$ cat src/rtl/mmio_gpio_timer.sv
// mmio_gpio_timer
//   Memory-mapped GPIO + timer responder for the CPU data-memory bus.
//   A 32-byte register window at BASE_ADDR holds an LED register, a
//   synchronized switch input with sticky change flags, a free-running
//   32-bit timer with compare match, and a level interrupt.
//
//   Bus semantics: there is no handshake. A read returns the selected
//   register combinationally in the same cycle (no wait states, no side
//   effects). A write commits at the rising edge of i_clk whenever
//   i_mem_we=1 and the address lies in the window. o_hit tells the top
//   level to select this block's read data instead of the RAM's.
//
// Ports
//   i_clk        system clock, rising edge
//   i_rst        asynchronous reset, active-low
//   i_mem_addr   byte address (bits [1:0] ignored, word accesses only)
//   i_mem_we     write strobe
//   i_mem_wdata  write data
//   o_mem_rdata  read data, zero when not hit or unmapped
//   o_hit        address lies inside the register window
//   i_sw         asynchronous switch inputs
//   o_led        LED register value
//   o_irq        level interrupt request
//
// Register map (byte offset)
//   0x00 LED RW | 0x04 SW RO | 0x08 SWCHG W1C | 0x0C TIMER RW
//   0x10 TCMP RW | 0x14 STATUS W1C (bit0 MATCH)
//   0x18 CTRL RW (bit0 TEN, bit1 TIE, bit2 SIE, bit3 ARL) | 0x1C unmapped
module mmio_gpio_timer #(
  parameter int                    DATA_WIDTH = 32,
  parameter int                    ADDR_WIDTH = 32,
  parameter logic [ADDR_WIDTH-1:0] BASE_ADDR  = 32'hFFFF_0000,
  parameter int                    LED_WIDTH  = 8,
  parameter int                    SW_WIDTH   = 4
) (
  input  logic                  i_clk,
  input  logic                  i_rst,
  input  logic [ADDR_WIDTH-1:0] i_mem_addr,
  input  logic                  i_mem_we,
  input  logic [DATA_WIDTH-1:0] i_mem_wdata,
  output logic [DATA_WIDTH-1:0] o_mem_rdata,
  output logic                  o_hit,
  input  logic [SW_WIDTH-1:0]   i_sw,
  output logic [LED_WIDTH-1:0]  o_led,
  output logic                  o_irq
);

  localparam logic [2:0] IDX_LED    = 3'd0;
  localparam logic [2:0] IDX_SW     = 3'd1;
  localparam logic [2:0] IDX_SWCHG  = 3'd2;
  localparam logic [2:0] IDX_TIMER  = 3'd3;
  localparam logic [2:0] IDX_TCMP   = 3'd4;
  localparam logic [2:0] IDX_STATUS = 3'd5;
  localparam logic [2:0] IDX_CTRL   = 3'd6;

  // ---------------------------------------------------------------------
  // Decode
  // ---------------------------------------------------------------------
  logic       hit;
  logic [2:0] idx;
  logic       wr;

  assign hit = (i_mem_addr[ADDR_WIDTH-1:5] == BASE_ADDR[ADDR_WIDTH-1:5]);
  assign idx = i_mem_addr[4:2];
  assign wr  = i_mem_we & hit;

  // Byte-lane bits are deliberately ignored: only word accesses exist.
  logic unused_addr_bits;
  assign unused_addr_bits = ^i_mem_addr[1:0];

  logic wr_led, wr_swchg, wr_timer, wr_tcmp, wr_status, wr_ctrl;
  assign wr_led    = wr && (idx == IDX_LED);
  assign wr_swchg  = wr && (idx == IDX_SWCHG);
  assign wr_timer  = wr && (idx == IDX_TIMER);
  assign wr_tcmp   = wr && (idx == IDX_TCMP);
  assign wr_status = wr && (idx == IDX_STATUS);
  assign wr_ctrl   = wr && (idx == IDX_CTRL);

  // ---------------------------------------------------------------------
  // State
  // ---------------------------------------------------------------------
  logic [LED_WIDTH-1:0] led_q,   led_d;
  logic [SW_WIDTH-1:0]  sync1_q, sync2_q, sync3_q;
  logic [SW_WIDTH-1:0]  swchg_q, swchg_d;
  logic [31:0]          timer_q, timer_d;
  logic [31:0]          tcmp_q,  tcmp_d;
  logic                 match_q, match_d;
  logic [3:0]           ctrl_q,  ctrl_d;

  logic ten, tie, sie, arl;
  assign ten = ctrl_q[0];
  assign tie = ctrl_q[1];
  assign sie = ctrl_q[2];
  assign arl = ctrl_q[3];

  // Compare uses the pre-update timer value, independent of a same-cycle
  // TIMER write.
  logic match_now;
  assign match_now = ten && (timer_q == tcmp_q);

  always_comb begin
    led_d   = led_q;
    tcmp_d  = tcmp_q;
    ctrl_d  = ctrl_q;
    timer_d = timer_q;

    if (wr_led)  led_d  = i_mem_wdata[LED_WIDTH-1:0];
    if (wr_tcmp) tcmp_d = i_mem_wdata[31:0];
    if (wr_ctrl) ctrl_d = i_mem_wdata[3:0];

    if (wr_timer)               timer_d = i_mem_wdata[31:0];
    else if (match_now && arl)  timer_d = '0;
    else if (ten)               timer_d = timer_q + 32'd1;

    // Sticky flags: a same-cycle set wins over a W1C clear.
    swchg_d = (swchg_q & ~(wr_swchg ? i_mem_wdata[SW_WIDTH-1:0] : '0))
            | (sync2_q ^ sync3_q);
    match_d = (match_q & ~(wr_status & i_mem_wdata[0])) | match_now;
  end

  always_ff @(posedge i_clk or negedge i_rst) begin
    if (!i_rst) begin
      led_q   <= '0;
      sync1_q <= '0;
      sync2_q <= '0;
      sync3_q <= '0;
      swchg_q <= '0;
      timer_q <= '0;
      tcmp_q  <= 32'hFFFF_FFFF;
      match_q <= 1'b0;
      ctrl_q  <= '0;
    end else begin
      led_q   <= led_d;
      sync1_q <= i_sw;
      sync2_q <= sync1_q;
      sync3_q <= sync2_q;
      swchg_q <= swchg_d;
      timer_q <= timer_d;
      tcmp_q  <= tcmp_d;
      match_q <= match_d;
      ctrl_q  <= ctrl_d;
    end
  end

  // ---------------------------------------------------------------------
  // Read path (combinational, zero-extended)
  // ---------------------------------------------------------------------
  logic [DATA_WIDTH-1:0] rdata_c;

  always_comb begin
    rdata_c = '0;
    if (hit) begin
      case (idx)
        IDX_LED:    rdata_c[LED_WIDTH-1:0] = led_q;
        IDX_SW:     rdata_c[SW_WIDTH-1:0]  = sync2_q;
        IDX_SWCHG:  rdata_c[SW_WIDTH-1:0]  = swchg_q;
        IDX_TIMER:  rdata_c[31:0]          = timer_q;
        IDX_TCMP:   rdata_c[31:0]          = tcmp_q;
        IDX_STATUS: rdata_c[0]             = match_q;
        IDX_CTRL:   rdata_c[3:0]           = ctrl_q;
        default:    rdata_c                = '0;
      endcase
    end
  end

  assign o_mem_rdata = rdata_c;
  assign o_hit       = hit;
  assign o_led       = led_q;
  // Register-only interrupt: no combinational path from the bus.
  assign o_irq       = (match_q & tie) | ((|swchg_q) & sie);

endmodule

$ cat config.mk
export PLATFORM = sky130hd
export DESIGN_NAME = mmio_gpio_timer
export DESIGN_NICKNAME = d
export VERILOG_FILES = /design/src/rtl/mmio_gpio_timer.sv
export SDC_FILE = /design/constraint.sdc
export NUM_CORES = 1
export LEC_CHECK = 0
export ABC_AREA = 1
export BUFFER_PORTS_ARGS = -buffer_cell sky130_fd_sc_hd__buf_4
export CAP_MARGIN = 20
export CORE_MARGIN = 2
export CORE_UTILIZATION = 30
export CTS_BUF_LIST = sky130_fd_sc_hd__clkbuf_8
export CTS_CLUSTER_DIAMETER = 30
export CTS_CLUSTER_SIZE = 24
export DETAILED_ROUTE_END_ITERATION = 12
export PLACE_DENSITY_LB_ADDON = 0.08
export SLEW_MARGIN = 5
export SYNTH_ARGS = -nofsm -noshare
export SYNTH_HDL_FRONTEND = slang
export SYNTH_SLANG_ARGS = --single-unit
$ cat constraint.sdc
create_clock -name i_clk -period 1.6 [get_ports i_clk]
set_input_delay 0.16 -clock i_clk [delete_from_list [all_inputs] [get_ports i_clk]]
set_output_delay 0.16 -clock i_clk [all_outputs]
set_load 0.05 [all_outputs]
# Word-level counts from Yosys, hierarchy flattened
# Cells that the tools add are included.
[word_totals] inputBits=71 out_inout_bits=42 regBits=93
[classes] mux=9 reduce_logical=11 eq_ne=8 n_addsub=1 bitwise_logic=12
[op_table] operator="$mux W32" n=4
[op_table] operator="$pmux W24 S2" n=1
[op_table] operator="$add A32 B1 Y32 const B" n=1
[op_table] operator="$eq A32 B32 Y1" n=1
[op_table] operator="$eq A27 B27 Y1 const B" n=1
[op_table] operator="$pmux W3 S6" n=1
[op_table] operator="$pmux W4 S3" n=1
[op_table] operator="$eq A3 B3 Y1 const B" n=3
[op_table] operator="$logic_and A1 B1 Y1" n=8
[op_table] operator="$pmux W1 S7" n=1
[op_table] operator="$eq A3 B2 Y1 const B" n=2
[op_table] operator="$and A1 B1 Y1" n=5
[op_table] operator="$and A4 B4 Y4" n=1
[op_table] operator="$mux W4" n=1
[op_table] operator="$not A4 Y4" n=1
[op_table] operator="$or A4 B4 Y4" n=1
[op_table] operator="$reduce_or A4 Y1" n=1
[op_table] operator="$xor A4 B4 Y4" n=1
[op_table] operator="$eq A3 B1 Y1 const B" n=1
[op_table] operator="$logic_not A3 Y1" n=1
[op_table] operator="$reduce_bool A3 Y1" n=1
[op_table] operator="$or A1 B1 Y1" n=2
[op_table] operator="$not A1 Y1" n=1

# Longest topological paths before layout
[logic_depth] word_depth=7 ltp_mapped=13

# Worst setup path before layout
# No wires, ideal clock.
[synth_path] kind="input -> output" start="input i_mem_addr[14]" end="output o_mem_rdata[25]" setup_slack_ns=-0.557 t_arrival_ns=1.997 n_path_buf=1 path_stages=8 path_cell_list="nor2_1 > nand3b_1 > nor2_1 > nand2_1 > nor2_4 > inv_2 > buf_1 > a21oi_1"
[synth_between] elab_chain_cells=2
[synth_lines] element="from (decl)" line_no="38" rtl="input logic [ADDR_WIDTH-1:0] i_mem_addr,"
[synth_lines] element="$eq A27 B27 Y1" line_no="63" rtl="assign hit = (i_mem_addr[ADDR_WIDTH-1:5] == BASE_ADDR[ADDR_WIDTH-1:5]);"
[synth_lines] element="named net o_hit" line_no="42" rtl="output logic o_hit,"
[synth_lines] element="$mux W32" line_no="152" rtl="if (hit) begin"
[synth_lines] element="to (decl)" line_no="41" rtl="output logic [DATA_WIDTH-1:0] o_mem_rdata,"
# The timed path passes the listed nets, and every way through them passes these cells.

# Worst setup path in the final report
[layout_path] start="register timer_q[2]" end="register timer_q[10]"
[layout_between] elab_chain_cells=5
[layout_lines] element="from (decl)" line_no="85" rtl="logic [31:0] timer_q, timer_d;"
[layout_lines] element="from (signal assigned)" line_no="138" rtl="timer_q <= timer_d;"
[layout_lines] element="branches (longest 5 deep; another with $add A32 B1 Y32)"
# Parallel ways; which one is timed is not known. The select of a mux whose other input is x is not followed.
# A chain may end at the register's enable or synchronous reset.

==> impl_metrics.tcl <==
set metrics [dict create \
    route.vias.total 7415 \
    insertion_delay_ns 0.41 \
    path_clk_slew_ns 0.11 \
    dieHeight_um 149 \
    cts_max_path_buffers 2 \
    synth_ff_type "dfrtp_1" \
    slew_headroom_pct 64.2 \
    rsz0062_at_grt "yes" \
    ant_nets 0 \
    cp.required_ns 1.89 \
    grt_use_met1_pct 30.9 \
    swShare_pct 28.7 \
    final_cells 1580 \
    antenna_cells 0 \
    wire_per_inst_um 15.7 \
    netlist_area_mm2 0.00633 \
    seqPwrFrac_pct 52.9 \
    fin_crit_ns 1.83 \
    synth_fa_ha_area_share_pct 0.198 \
    final_area_mm2 0.0109 \
    vias_per_cell 4.69 \
    yosysMostFrequentCell "nand2_1" \
    dr.pass1.iters 5 \
    fin_skew_ns 0.0176 \
    drv_slew 0 \
    async_flop_share_pct 100 \
    syn_avg_cell_area_um2 6.51 \
    netlist.area_leader.share_pct 24.1 \
    critical_path_peak_fanout 6 \
    cts_root_buf "clkbuf_8" \
    use_met3_pct 2.17 \
    cts_tree "built" \
    row_count 53 \
    synthXorXnorAreaFrac_pct 2.77 \
    post-route-period-util_pct 115 \
    grt_antenna_before_repair 0 \
    finalSetupViolations 50 \
    leakage_uw 0.00529 \
    ys_types 40 \
    power_density_mw_per_mm2 414 \
    critPathKind "register to register" \
    drtIter0Drc 357 \
    synth_simple_gate_area_share_pct 37.5 \
    synth_top_family_by_area "simple AND/OR/NAND/NOR gates" \
    hold_path_class "primary input to register" \
    grt_use_total_pct 22.5 \
    drive_gt1_share_pct 44.8 \
    overflow 0 \
    area_growth_pct 71.7 \
    synth_fp_nets 1045 \
    p_int_uw 3210 \
    ys_ff_latch 93 \
    grt_pass1_vias 7171 \
    status "finished with violations" \
    placed_area_mm2 0.00906 \
    ir_drop_mv 0.345 \
    yosys_warnings 0 \
    worst_slack_ns -0.234 \
    combPwrFrac_pct 9.5 \
    wirelength_mm 24.8 \
    dieArea_mm2 0.0223 \
    ys_seq_area_share_pct 37.4 \
    setup_tns_ns -6.87 \
    end_kind "register" \
    hold_violations 0 \
    synth.area.top_cells "dfrtp_1 24%, nand2_1 20%, dfstp_2 13%" \
    chipWidth_um 149 \
    worstPathArrival_ns 2.12 \
    io_buffers 110 \
    violations "setup timing" \
    synth_top_area_cell "dfrtp_1" \
    synth-edff-count 0 \
    ios 113 \
    busiest_layer "met2" \
    grt_use_met2_pct 38.1 \
    place_hpwl_mm 18.6 \
    cts.sinks 93 \
    placed_cells 1501 \
    critPathLaunchType "register" \
    coreArea_mm2 0.0209 \
    max_clock_freq_mhz 545 \
    p_clk_share_pct 37.6 \
    cap_viol_max_count 0 \
    synth_compound_area_share_pct 10.7 \
    grt_pass1_wl_mm 38.7 \
    drcViolationCount 0 \
    grt_max_degree 52 \
    switching_power_uw 1290 \
    synthMuxAreaShare_pct 0 \
    nNetsFinal 1372 \
    synthTopCellsByCount "343 x nand2_1, 134 x inv_1, 80 x nor2_1" \
    gp_congestion 0.888 \
    worst_pin_slew_ns 0.536 \
    initial_core_util_pct 30.3 \
    syn_inst 973 \
    cts_made_buffers 9 \
    cts_max_level 3 \
]
[metrics by stage]
step                      worst slack, ns  total power, µW  utilization (%)  hold WS, ns
after floorplan                   -0.0786             2500                -       -0.136
after global placement             -0.301             2770             43.4       0.0516
after detailed placement           -0.273             2770             43.4       0.0517
after CTS                          -0.186             4540             49.4      0.00104
after global routing               -0.349             4670             52.0       0.0159
final                              -0.234             4500             52.0      0.00439
[cells in the final DEF (no fill, tap or decap), types with 25 or more instances in the layout]
cell and count:
buf_4 242, buf_6 75, dfrtp_1 55, dfstp_2 32, inv_1 113, nand2_1 286, nand2_2 37, nand2_4 25
nand3_1 52, nand4_1 27, nor2_1 61, o21ai_0 28
[flip-flops by register name (all words and copies together), names as in the netlist]
signal	flops
tcmp_q	32
timer_q	32
o_led	8
ctrl_q	4
swchg_q	4
sync1_q	4
sync2_q	4
sync3_q	4
match_q	1
[routing by layer]
| metal | wire, µm | vias to the layer above |
|---|---|---|
| met5 | 0 | - |
| met1 | 11700 | 3536 |
| met4 | 298 | 0 |
| li1 | - | 3739 |
| met3 | 686 | 18 |
| met2 | 12200 | 122 |
[critical path, stage by stage, from the launching register on]
cell,delay [ns]
dfrtp_2,0.45
buf_4,0.16
nand2_4,0.07
nand2_2,0.05
nor2_1,0.10
nand2_1,0.07
nor2_2,0.12
nand2_1,0.09
nor2_2,0.14
nand3_4,0.14
buf_8,0.19
nand4_1,0.08
nand3_1,0.07
[repair_timing]
action                                 in CTS  in global routing
setup endpoints to repair                  66                 66
pin swaps                                  67                 74
setup buffers                              21                 23
hold buffers                               22                  0
gates resized for setup                   197                107
gates cloned                                1                  2
endpoints found under the hold margin      97                  0
[power by group through the flow]
| stage | registers [µW] | logic [µW] | clock network (µW) |
|---|---|---|---|
| 6_report | 2380 | 428 | 1690 |
| 5_1_grt | 2380 | 469 | 1820 |
| 4_1_cts | 2380 | 417 | 1750 |
| 3_5_place_dp | 2420 | 352 | 0 |
| 3_3_place_gp | 2420 | 352 | 0 |
| 2_1_floorplan | 2420 | 82.6 | 0 |
[cells by family (layout without fill, tap and decap cells)]
family,after synthesis,in the layout
and+or+nand+nor,557,557
AOI/OAI and AO/OA,123,123
buffers and inverters,179,511
xor gates and xnor gates,20,20
DFF,93,93
adders and majority gates,1,1
[cell type report]
class	count	area, µm²
fill	2124	10000
multi-input combinational	701	4220
timing repair buffer	355	3180
sequential	93	2370
inverter	140	548
tap	275	344
clock buffer	9	124
clock inverter	7	78.8
[path summary, 6_finish.rpt]
| kind | from | to | slack [ns] | cells after the start |
|---|---|---|---|---|
| max in group asynchronous | i_rst | tcmp_q[25] | 0.82 | 3 |
| worst min-delay path | i_mem_wdata[26] | tcmp_q[26] | 0.004 | 3 |
| min in group asynchronous | i_rst | timer_q[12] | 0.15 | 2 |
| worst max-delay path | timer_q[2] | timer_q[10] | -0.23 | 12 |
| worst min register to register | sync1_q[0] | sync2_q[0] | 0.36 | 0 |
| worst max register to register | timer_q[2] | timer_q[10] | -0.23 | 12 |
Power figures use the tool's default switching activity.
